## src/rtl/decode_issue.sv

```systemverilog
// Decode/issue stage: 16x32 register file, busy scoreboard and one-deep issue register toward the ALU.
// Optional macro DECODE_BYPASS_EN forwards same-cycle writeback data to a busy source operand.
module decode_issue (
    input  logic        clk,
    input  logic        rst_n,
    input  logic [18:0] in_instr,
    input  logic        in_valid,
    output logic        in_ready,
    output logic [31:0] out_in1,
    output logic [31:0] out_in2,
    output logic [4:0]  out_alu_ctrl,
    output logic [3:0]  out_rd,
    output logic        out_valid,
    input  logic        out_ready,
    input  logic        wb_en,
    input  logic [3:0]  wb_addr,
    input  logic [31:0] wb_data,
    output logic        illegal,
    output logic [7:0]  err_cnt
);

    localparam int unsigned DATA_W = 32;
    localparam int unsigned NREG   = 16;
    localparam int unsigned ADDR_W = 4;
    localparam int unsigned OPC_W  = 5;
    localparam int unsigned IMM_W  = 10;
    localparam int unsigned CNT_W  = 8;

    localparam logic [OPC_W-1:0] OP_ADD   = OPC_W'(0);
    localparam logic [OPC_W-1:0] OP_SUB   = OPC_W'(1);
    localparam logic [OPC_W-1:0] OP_MUL   = OPC_W'(2);
    localparam logic [OPC_W-1:0] OP_DIV   = OPC_W'(3);
    localparam logic [OPC_W-1:0] OP_INC   = OPC_W'(4);
    localparam logic [OPC_W-1:0] OP_DEC   = OPC_W'(5);
    localparam logic [OPC_W-1:0] OP_AND   = OPC_W'(6);
    localparam logic [OPC_W-1:0] OP_OR    = OPC_W'(7);
    localparam logic [OPC_W-1:0] OP_XOR   = OPC_W'(8);
    localparam logic [OPC_W-1:0] OP_NOT   = OPC_W'(9);
    localparam logic [OPC_W-1:0] OP_ENCRY = OPC_W'(10);
    localparam logic [OPC_W-1:0] OP_DECRY = OPC_W'(11);
    localparam logic [OPC_W-1:0] OP_IMMED = OPC_W'(12);
    localparam logic [CNT_W-1:0] CNT_MAX  = {CNT_W{1'b1}};

    logic [DATA_W-1:0] rf_q [NREG];
    logic [DATA_W-1:0] rf_d [NREG];
    logic [NREG-1:0]   busy_q, busy_d;
    logic              out_valid_q, out_valid_d;
    logic [DATA_W-1:0] out_in1_q, out_in1_d;
    logic [DATA_W-1:0] out_in2_q, out_in2_d;
    logic [OPC_W-1:0]  out_alu_ctrl_q, out_alu_ctrl_d;
    logic [ADDR_W-1:0] out_rd_q, out_rd_d;
    logic              illegal_q, illegal_d;
    logic [CNT_W-1:0]  err_cnt_q, err_cnt_d;

    logic [OPC_W-1:0]  opcode;
    logic [ADDR_W-1:0] rd, rs1, rs2;
    logic [IMM_W-1:0]  imm;
    logic              is_legal, use_rs1, use_rs2, is_immed;
    logic              fwd1, fwd2, hazard;
    logic [DATA_W-1:0] src1_val, src2_val, op1, op2;
    logic              accept, issue, ill_accept;

    // Field extraction and operand-usage decode
    always_comb begin
        opcode   = in_instr[18:14];
        rd       = in_instr[13:10];
        rs1      = in_instr[9:6];
        rs2      = in_instr[5:2];
        imm      = in_instr[9:0];
        is_legal = 1'b1;
        use_rs1  = 1'b0;
        use_rs2  = 1'b0;
        is_immed = 1'b0;
        case (opcode)
            OP_ADD, OP_SUB, OP_MUL, OP_DIV, OP_AND, OP_OR, OP_XOR: begin
                use_rs1 = 1'b1;
                use_rs2 = 1'b1;
            end
            OP_INC, OP_DEC, OP_NOT, OP_ENCRY, OP_DECRY: use_rs1 = 1'b1;
            OP_IMMED: is_immed = 1'b1;
            default:  is_legal = 1'b0;
        endcase
    end

    // Writeback forwarding only rescues a busy source; rd conflicts always stall
`ifdef DECODE_BYPASS_EN
    assign fwd1 = wb_en && (wb_addr == rs1) && busy_q[rs1];
    assign fwd2 = wb_en && (wb_addr == rs2) && busy_q[rs2];
`else
    assign fwd1 = 1'b0;
    assign fwd2 = 1'b0;
`endif

    assign src1_val = fwd1 ? wb_data : rf_q[rs1];
    assign src2_val = fwd2 ? wb_data : rf_q[rs2];

    // Hazard, handshake and operand selection
    always_comb begin
        hazard = 1'b0;
        if (use_rs1 && busy_q[rs1] && !fwd1) hazard = 1'b1;
        if (use_rs2 && busy_q[rs2] && !fwd2) hazard = 1'b1;
        if (busy_q[rd])                      hazard = 1'b1;

        in_ready = 1'b0;
        if (rst_n) begin
            if (is_legal) in_ready = (!out_valid_q || out_ready) && !hazard;
            else          in_ready = 1'b1;
        end

        accept     = in_valid && in_ready;
        issue      = accept && is_legal;
        ill_accept = accept && !is_legal;

        op1 = '0;
        op2 = '0;
        if (is_immed) begin
            op2 = DATA_W'(imm);
        end else begin
            if (use_rs1) op1 = src1_val;
            if (use_rs2) op2 = src2_val;
        end
    end

    // Next-state for issue register, scoreboard, register file and error counter
    always_comb begin
        out_valid_d    = out_valid_q;
        out_in1_d      = out_in1_q;
        out_in2_d      = out_in2_q;
        out_alu_ctrl_d = out_alu_ctrl_q;
        out_rd_d       = out_rd_q;
        busy_d         = busy_q;
        rf_d           = rf_q;
        illegal_d      = ill_accept;
        err_cnt_d      = err_cnt_q;

        if (issue) begin
            out_valid_d    = 1'b1;
            out_in1_d      = op1;
            out_in2_d      = op2;
            out_alu_ctrl_d = opcode;
            out_rd_d       = rd;
        end else if (out_valid_q && out_ready) begin
            out_valid_d = 1'b0;
        end

        if (wb_en) begin
            rf_d[wb_addr]   = wb_data;
            busy_d[wb_addr] = 1'b0;
        end
        // Issue after writeback so a same-cycle set on the same register wins
        if (issue) busy_d[rd] = 1'b1;

        if (ill_accept && (err_cnt_q != CNT_MAX)) err_cnt_d = err_cnt_q + CNT_W'(1);
    end

    always_ff @(posedge clk or negedge rst_n) begin
        if (!rst_n) begin
            out_valid_q    <= 1'b0;
            out_in1_q      <= '0;
            out_in2_q      <= '0;
            out_alu_ctrl_q <= '0;
            out_rd_q       <= '0;
            busy_q         <= '0;
            illegal_q      <= 1'b0;
            err_cnt_q      <= '0;
            for (int i = 0; i < NREG; i++) rf_q[i] <= '0;
        end else begin
            out_valid_q    <= out_valid_d;
            out_in1_q      <= out_in1_d;
            out_in2_q      <= out_in2_d;
            out_alu_ctrl_q <= out_alu_ctrl_d;
            out_rd_q       <= out_rd_d;
            busy_q         <= busy_d;
            illegal_q      <= illegal_d;
            err_cnt_q      <= err_cnt_d;
            rf_q           <= rf_d;
        end
    end

    assign out_valid    = out_valid_q;
    assign out_in1      = out_in1_q;
    assign out_in2      = out_in2_q;
    assign out_alu_ctrl = out_alu_ctrl_q;
    assign out_rd       = out_rd_q;
    assign illegal      = illegal_q;
    assign err_cnt      = err_cnt_q;

endmodule

```

## config.mk

```make
export PLATFORM = sky130hd
export DESIGN_NAME = decode_issue
export DESIGN_NICKNAME = d
export VERILOG_FILES = /design/src/rtl/decode_issue.sv
export SDC_FILE = /design/constraint.sdc
export NUM_CORES = 1
export LEC_CHECK = 0
export ABC_AREA = 0
export CAP_MARGIN = 30
export CORE_AREA = 4 4 228 252
export DETAILED_ROUTE_END_ITERATION = 7
export DIE_AREA = 0 0 232 256
export PLACE_DENSITY = 0.78
export SLEW_MARGIN = 20
export SYNTH_ARGS = -nofsm -noshare
export SYNTH_HDL_FRONTEND = slang
export SYNTH_SLANG_ARGS = --single-unit
export TNS_END_PERCENT = 5
```

## constraint.sdc

```tcl
create_clock -name clk -period 3.5 [get_ports clk]
set_input_delay 0.875 -clock clk [delete_from_list [all_inputs] [get_ports clk]]
set_output_delay 0.875 -clock clk [all_outputs]
set_load 0.1 [all_outputs]
```

Yosys cells after proc, flatten, opt, wreduce, memory -nomap -nowiden
Index checks and enable logic that the tools add are counted.
- add/subtract/negate cells: 1
- order comparisons: 10
- equal/unequal tests: 13
- muxes and demuxes: 36
- bitwise gates (word level): 6
- reduce and logical (&&, ||, !) cells: 20
- operators by type and width (kind ; number):
    bitwise mux 512 bit ; 1
    2-to-1 mux 32 bit ; 9
    binary-select mux 32 bit (select 4 bit) ; 2
    demux 32 bit (select 4 bit) ; 1
    2-to-1 mux 16 bit ; 2
    == test 5 x 4 -> 1 bit, second input constant ; 5
    == test 5 x 3 -> 1 bit, second input constant ; 4
    less-than comparator 4 x 5 -> 1 bit, second input constant ; 4
    bitwise AND 16 bit ; 1
    2-to-1 mux 1 bit ; 16
    NOT 16 bit ; 1
    bitwise OR 16 bit ; 1
    >= comparator 5 bit, second input constant ; 3
    NOT 4 -> 5 bit ; 3
    OR reduction 13 bit ; 1
    binary-select mux 1 bit (select 4 bit) ; 3
    OR reduction 12 bit ; 1
    logical AND 1 bit ; 11
    == test 5 x 2 -> 1 bit, second input constant ; 2
    adder 8 x 1 -> 8 bit, second input constant ; 1
    demux 1 bit (select 4 bit) ; 2
    >= comparator 4 x 1 -> 1 bit, second input constant ; 2
    inequality test 8 bit, second input constant ; 1
    OR reduction 7 bit ; 1
    other kinds (6) ; 8
- bits in registers: 611
- input bits: 60
- output and inout port bits: 84
- logic and storage cells: 110

Longest topological paths before layout
Gate-level depths: netlist of the first run.
- depth in word-level cells: 14
- depth in mapped cells: 9
- gate-level depth less buffers: 7

Least setup slack after synthesis of the first run
Ideal clock, no wire load.
- path type: input -> output
- start point: input in_instr[7]
- end point: output in_ready
- arrival: 4.207 ns
- data required time: 2.625 ns
- setup slack: -1.582 ns
- cell stages on the path: 7
- cells stage by stage: buf_2 > mux2_4 > o311ai_1 > nor3_1 > nor4_2 > nand2_1 > a21boi_0
- word-level cells in the longest chain between the ends: 10
- RTL lines (what ; line ; RTL):
    start, declared ; 6 ; input logic [18:0] in_instr,
    binary-select mux 1 bit (select 4 bit) ; 100 ; if (use_rs1 && busy_q[rs1] && !fwd1) hazard = 1'b1;
    2-to-1 mux 1 bit (implied by the code) ; 100 ;
    logical AND 1 bit ; 100 ;
    2-to-1 mux 1 bit ; 100 ;
    2-to-1 mux 1 bit ; 101 ; if (use_rs2 && busy_q[rs2] && !fwd2) hazard = 1'b1;
    2-to-1 mux 1 bit ; 102 ; if (busy_q[rd]) hazard = 1'b1;
    zero test 1 bit ; 106 ; if (is_legal) in_ready = (!out_valid_q || out_ready) && !hazard;
    logical AND 1 bit ; 106 ;
    2-to-1 mux 1 bit ; 106 ;
    2-to-1 mux 1 bit ; 105 ; if (rst_n) begin
    end, declared ; 8 ; output logic in_ready,
No other way between the ends. The select of a mux whose other input is x is not followed.

Worst setup path in the final report of the first run
- start point: register busy_q[12]
- end point: output in_ready
- word-level cells in the longest chain between the ends: 10
- elaborated cells on any way between the ends: 15
- classes of those cells: mux: 11; reduce/logical: 4
- RTL lines (what ; line ; RTL):
    start, declared ; 46 ; logic [NREG-1:0] busy_q, busy_d;
    start signal, assigned ; 173 ; busy_q <= busy_d;
    binary-select mux 1 bit (select 4 bit) ; 100 ;
    2-to-1 mux 1 bit (implied by the code) ; 100 ;
    logical AND 1 bit ; 100 ;
    2-to-1 mux 1 bit ; 100 ;
    2-to-1 mux 1 bit ; 101 ;
    2-to-1 mux 1 bit (*) ; 102 ;
    zero test 1 bit (*) ; 106 ;
    logical AND 1 bit (*) ; 106 ;
    2-to-1 mux 1 bit (*) ; 106 ;
    2-to-1 mux 1 bit (*) ; 105 ;
Mark *: on every way between the ends. The rest lies on a longest branch, timed or not. The select of a mux whose other input is x is not followed.

==> summary.txt, run 1 <==
Outcome
  • Status: finished with violations
  • Failing checks: setup timing

Clock network
  • CTS tree: yes
  • H-tree depth: 2
  • Clock slew at reported path FFs: 0.06 ns
  • Root Buffer Master: clkbuf_16
  • Deepest clock path buffer count: 3
  • Num CTS Buffers: 61
  • Num Clock Sinks: 611
  • Clk_lat worst skew: 0.66 ns

Route
  • Detailed Route Iter0 Violations: 2029
  • Wirelength per Cell: 28.14 µm
  • Pre-antenna DRT Iters: 5
  • Via density: 6.637
  • Routed via count: 19390
  • Routed Antenna Nets: 0
  • Residual DRC: 0
  • DRT Wirelength: 82.22 mm

Setup path
  • Crit Path Max Fanout: 4
  • Reg2reg start: busy_q[12]$_DFF_PN0_
  • Required time of the critical path: 2.62 ns
  • Setup crit end kind: primary output
  • Startpoint type of the worst setup path: flip-flop
  • FF-to-FF End: out_in1[9]$_DFFE_PN0P_
  • Critical path type: reg2out
  • R2r worst-path depth: 10
  • R2R setup slack: 0.97 ns
  • CP arrival: 2.64 ns

Final layout
  • Area of the multi-input gates: 15280 µm²
  • Share of cells above drive strength 1: 0.5415
  • Final #Nets: 2192
  • # fillers: 3766
  • Register area: 15290 µm²
  • Finished Cell Area: 36140 µm²
  • Synthesis-to-layout area growth: 14.92%
  • Final Util: 0.6603

Yosys
  • Post-synth EDFFs: 0
  • Sequential share of the synthesized area: 0.4862
  • Syn avg cell area: 15.66 µm²
  • Most used DFF post-synth: dfrtp_1
  • Yosys reg bits: 611
  • Post-synthesis cell area: 31450 µm²
  • Mapped Nets: 2069
  • Area contributors post-synth: dfrtp_1 (49%), mux4_2 (23%), mux2_2 (19%)
  • Post-synth top area share: 0.4862
  • List of most frequent post-synthesis cells: dfrtp_1 (611), mux2_2 (523), mux4_2 (315)
  • Warnings, synthesis: 0
  • Most area-hungry cell type in the Yosys netlist: dfrtp_1
  • Most frequent cell after synthesis: dfrtp_1
  • Cells after Synth: 2008
  • Count of cell types in the netlist: 45
  • Asr flop ratio synth: 1.000

Timing
  • Slew @ Worst Pin: 0.8773 ns
  • Max Clk Rate: 284.6 MHz
  • Skew final: 0.03771 ns
  • RSZ-0062 raised after global routing: true
  • Worst Setup Slack, final: -0.01424 ns
  • Hold_ws: 0.1180 ns
  • Fin crit period: 3.514 ns
  • Final Cycle Share: 1.004
  • Final Max Slew Viols: 0
  • Fin. Hold Viols: 0
  • Setup TNS: -0.01424 ns
  • Setup Viol. Count Final: 1
  • Slew margin rel.: 0.4151

Place
  • Post-DP Area: 33910 µm²
  • RePlAce Congestion: 0.8521
  • Final HPWL DP: 47.39 mm
  • Port buffer count: 143

Floorplanning
  • Core Area: 54730 µm²
  • Total I/O pin count: 144
  • Die X: 232 µm
  • Site Rows: 90
  • Full die area: 59390 µm²
  • DIE HEIGHT: 256 µm
  • Initial cell density of the core: 0.5746

Global route
  • Largest net degree at the start of global routing: 203
  • First-pass GRT wire length: 126.9 mm
  • Vias in the first global route: 20620
  • Total congestion overflow: 0
  • GRT Util Overall: 0.2802
  • Initial antenna violation count: 7

Pwr
  • Leak: 15.50 nW
  • Worst VDD drop: 0.5354 mV
  • Power per cell area: 682.7 nW/µm²

Job
  • Max_cap viols: 0

Worst hold path
  • Hold WC Path Type: in2async
## kinds of logic after synthesis
kind of cell | synth area share
AO/OA/AOI/OAI | 0.01683
multiplexers | 0.4392
flip-flops | 0.4862
buffers and inverters | 0.03263
adder cells (fa/ha/maj) | 0.0003978
XOR/XNOR | 0.001671
AND/OR/NAND/NOR | 0.02308
## state kept, by name (all words and copies together), names as in the netlist
name	count
rf_q	512
illegal	1
out_alu_ctrl	5
out_rd	4
out_valid	1
out_in1	32
busy_q	16
err_cnt	8
out_in2	32
## routing by layer
layer,global-route usage,share of wire
met1,0.3937,0.40
met2,0.4440,0.49
met3,0.05265,0.072
met4,0.1030,0.034
met5,0,0.00032
## worst max path at each step
stage | cells after the start | endpoint | startpoint
after CTS | 7 | in_ready | busy_q[6]$_DFF_PN0_
after floorplan | 7 | in_ready | in_instr[7]
after global placement | 8 | in_ready | in_instr[11]
after global routing | 7 | in_ready | busy_q[14]$_DFF_PN0_
final | 7 | in_ready | busy_q[12]$_DFF_PN0_
after detailed placement | 8 | in_ready | in_instr[11]
## critical path: stages, from the launching register on
cell and delay, ns:
dfrtp_1 0.42, mux4_2 0.50, o22ai_2 0.21, nor2_1 0.07, nor4_2 0.29, nand2_1 0.15
a21boi_4 0.18, buf_12 0.19
## layout by cell type, fill, tap and decap left out, types with 3 or more instances in the layout
master,netlist,routed
clkbuf_1,101,10
clkbuf_8,0,14
o31ai_1,5,5
inv_1,71,71
mux2_2,523,523
clkbuf_16,0,61
o41ai_2,4,4
a21oi_1,16,15
nor2_1,14,10
nand2_1,84,82
nor2b_1,7,7
a22o_1,4,4
o32ai_1,5,5
nor4_2,3,4
a22oi_1,12,12
mux2i_1,63,63
clkinv_2,0,16
clkdlybuf4s50_1,0,46
buf_4,1,155
dfrtp_1,611,611
clkinvlp_4,0,5
nand2b_1,14,12
dlygate4sd2_1,0,3
mux4_2,315,315
buf_12,0,28
nor3_2,0,6
o32ai_2,3,3
o21ai_0,10,8
mux2_4,13,13
xnor2_1,4,4
bufinv_16,0,5
nor2_4,0,4
nand3_1,7,4
and3_1,6,6
diode_2,0,5
## power breakdown
part | total (mW) | switching, mW | leakage, nW | internal, mW
Combinational | 7.86 | 4.40 | 6.94 | 3.46
Sequential | 10.1 | 1.29 | 7.55 | 8.83
Clock | 6.70 | 2.87 | 1.01 | 3.83
Total | 24.7 | 8.56 | 15.5 | 16.1
## area by class of cell
class / instances / area share
clock inverters: 30 / 0.008795
repair buffers: 241 / 0.06416
diodes: 5 / 0.0003462
flip-flops and latches: 611 / 0.4231
well taps: 736 / 0.02548
inverters: 71 / 0.007375
multi-input cells: 1145 / 0.4229
clock buffers: 83 / 0.04785
## metrics by stage
stage / power [mW] / instances / worst slack [ns]
3_5_place_dp: 18.02 / 2792 / -0.4093
2_1_floorplan: 15.97 / 2008 / 0.02882
4_1_cts: 24.76 / 2912 / 0.001050
5_1_grt: 25.66 / 2921 / -0.1485
3_3_place_gp: 17.66 / 2792 / -0.4137
6_report: 24.67 / 2922 / -0.01424
## repair_timing
item                       in CTS  in global routing
setup buffers                   7                  2
hold buffers                    0                  0
pin swaps                       6                  4
setup endpoints to repair       1                  1
resized for setup              13                  2
Note: power is estimated with default switching activity, not from simulation.
==> run 2: changes to the inputs <==
- CAP_MARGIN: 30 -> default
- CORE_AREA: 4 4 228 252 -> 4 4 224 248
- DIE_AREA: 0 0 232 256 -> 0 0 228 252
- PLACE_DENSITY: 0.78 -> 0.8
- SETUP_SLACK_MARGIN: default -> 0.1
==> run 2 against run 1 <==
The flow now finishes without violations. Clock skew down 0.023 ns. Count of clock-buffer cells in the layout decreased by 2. Clock power up 4.9%. First-iteration DRC count shrank 9.4%. Combinational power hardly changed. Largest power group unchanged.
==> summary.txt, run 2 (same netlist as run 1, synthesis figures left out) <==
Outcome
  • Status: finished clean

Timing
  • Slew margin rel.: 0.4843
  • Fin. Hold Viols: 0
  • Max Clk Rate: 291.2 MHz
  • Setup Viol. Count Final: 0
  • Final Max Slew Viols: 0
  • Skew final: 0.01510 ns
  • Fin crit period: 3.435 ns
  • Setup TNS: 0 ns
  • Final Cycle Share: 0.9813
  • RSZ-0062 raised after global routing: true
  • Slew @ Worst Pin: 0.7735 ns

Final layout
  • Share of cells above drive strength 1: 0.5441
  • Register area: 15290 µm²
  • Synthesis-to-layout area growth: 15.06%
  • Commonest non-fill, non-tap cell in the layout: dfrtp_1
  • Most frequent cells in the layout: dfrtp_1 (611), mux2_2 (523), mux4_2 (315)
  • Area of the multi-input gates: 15280 µm²
  • Max reg flops: 512
  • # fillers: 3447
  • Final #Nets: 2200
  • Most flops, register: rf_q

Route
  • Routed Antenna Nets: 0
  • Residual DRC: 0
  • Wirelength per Cell: 28.25 µm
  • Detailed Route Iter0 Violations: 1839
  • Routed via count: 19390
  • DRT Wirelength: 81.18 mm
  • Pre-antenna DRT Iters: 5
  • Via density: 6.750

Pwr
  • Leak: 15.61 nW
  • Power Total: 24.99 mW
  • Psw: 8.507 mW
  • Power per cell area: 690.6 nW/µm²
  • Worst VDD drop: 0.4311 mV
  • Switch share: 0.3405
  • Int Power: 16.48 mW
  • Comb power frac: 0.314
  • Flop pwr share: 0.404
  • Clock power share: 0.282

Setup path
  • Setup crit end kind: primary output
  • Reg2reg start: busy_q[3]$_DFF_PN0_
  • Crit-path cells: buf_4, mux4_2, nor2_2, nor4_2, nor4_2, nand2_1, a21boi_4, buf_12
  • Startpoint type of the worst setup path: input port
  • Required time of the critical path: 2.62 ns
  • FF-to-FF End: out_in1[18]$_DFFE_PN0P_
  • CP peak stage delay: 0.51 ns
  • CP top delay family: simple AND/OR/NAND/NOR gates
  • Most used cell, CP: nor4_2
  • Worst Path Buf+Inv: 2
  • CP arrival: 2.56 ns
  • Crit Path Max Fanout: 6
  • Critical path type: in2out
  • R2r worst-path depth: 10
  • R2R setup slack: 1.05 ns
  • CP max stage cell: mux4_2

Floorplanning
  • DIE HEIGHT: 252 µm
  • Full die area: 57460 µm²
  • Core Area: 53120 µm²
  • Die X: 228 µm
  • Total I/O pin count: 144
  • Initial cell density of the core: 0.5920
  • Site Rows: 89

Global route
  • Vias in the first global route: 21070
  • Total congestion overflow: 0
  • Largest net degree at the start of global routing: 197
  • GRT Util Overall: 0.2860
  • Initial antenna violation count: 5
  • First-pass GRT wire length: 126.6 mm

Clock network
  • CTS tree: yes
  • Num CTS Buffers: 60
  • Clk_lat worst skew: 0.63 ns
  • Deepest clock path buffer count: 3
  • Cts hold-fix bufs: 0
  • H-tree depth: 2
  • Clock slew at reported path FFs: 0.06 ns
  • Num Clock Sinks: 611
  • Root Buffer Master: clkbuf_16

Place
  • Final HPWL DP: 49.27 mm
  • RePlAce Congestion: 0.9296
  • Port buffer count: 143

Job
  • Max_cap viols: 0

Worst hold path
  • Hold WC Path Type: in2async
run 2: cell types whose count changed in the layout (fill, tap and decap cells not counted), sizes merged, moves of 2 or more:
| cell | before | now |
|---|---|---|
| bufinv | 5 | 11 |
| buf | 189 | 198 |
| clkdlybuf4s50 | 46 | 43 |
| diode | 5 | 2 |
| clkinvlp | 5 | 0 |
| clkbuf | 86 | 83 |
| dlygate4sd2 | 3 | 5 |
run 2: per-layer routing:
metal	wire length [µm]	vias to the layer above	global-route usage
met4	2681	4	0.09659
li1	-	7927	-
met1	32290	10420	0.3940
met5	29	-	0
met3	6617	205	0.06402
met2	39560	833	0.4613
run 2: power groups by stage:
stage,clock network [mW],logic [mW],registers [mW]
2_1_floorplan,0,3.69,12.3
3_3_place_gp,0,7.65,9.99
3_5_place_dp,0,7.84,10.2
4_1_cts,7.12,7.89,10.1
5_1_grt,7.41,8.25,10.3
6_report,7.03,7.85,10.1
run 2: cell type report:
cell class | instances | area share
diodes | 2 | 0.0001383
clock buffers | 81 | 0.04699
clock inverters | 31 | 0.01241
inverters | 71 | 0.007366
multi-input cells | 1145 | 0.4223
flip-flops and latches | 611 | 0.4226
well taps | 682 | 0.02358
repair buffers | 250 | 0.06463
run 2: worst max-delay path by stage:
stage,startpoint,end,slack [ns],depth (start not counted)
2_1_floorplan,in_instr[7],in_ready,0.07,7
3_3_place_gp,in_instr[11],in_ready,-0.49,8
3_5_place_dp,in_instr[11],in_ready,-0.45,8
4_1_cts,busy_q[2]$_DFF_PN0_,in_ready,0.05,7
5_1_grt,busy_q[3]$_DFF_PN0_,in_ready,-0.07,7
6_report,in_instr[3],in_ready,0.07,8
run 2: metrics by stage:
step	instance area [µm²]	util	setup slack, ns	hold slack, ns	instances
after detailed placement	33920	0.6386	-0.4498	0.4910	2752
after floorplan	31470	-	0.06529	0.4794	2008
after global routing	36180	0.6811	-0.06978	0.06763	2872
after global placement	33920	0.6386	-0.4889	0.4706	2752
after CTS	36140	0.6803	0.05295	0.05116	2870
final	36180	0.6812	0.06538	0.07895	2873
run 2: worst register-to-register path, delay by kind of cell (launching register included):
| kind | cells | cell delay, ns |
|---|---|---|
| flops | 1 | 0.41 |
| simple gates | 4 | 0.61 |
| buf+inv | 4 | 0.67 |
| mux | 2 | 0.64 |
run 2: timing repair:
item | in CTS | in global routing
setup buffers | 6 | 0
pin swaps | 4 | 0
endpoints found under the setup margin | 1 | 1
gates resized for setup | 13 | 4
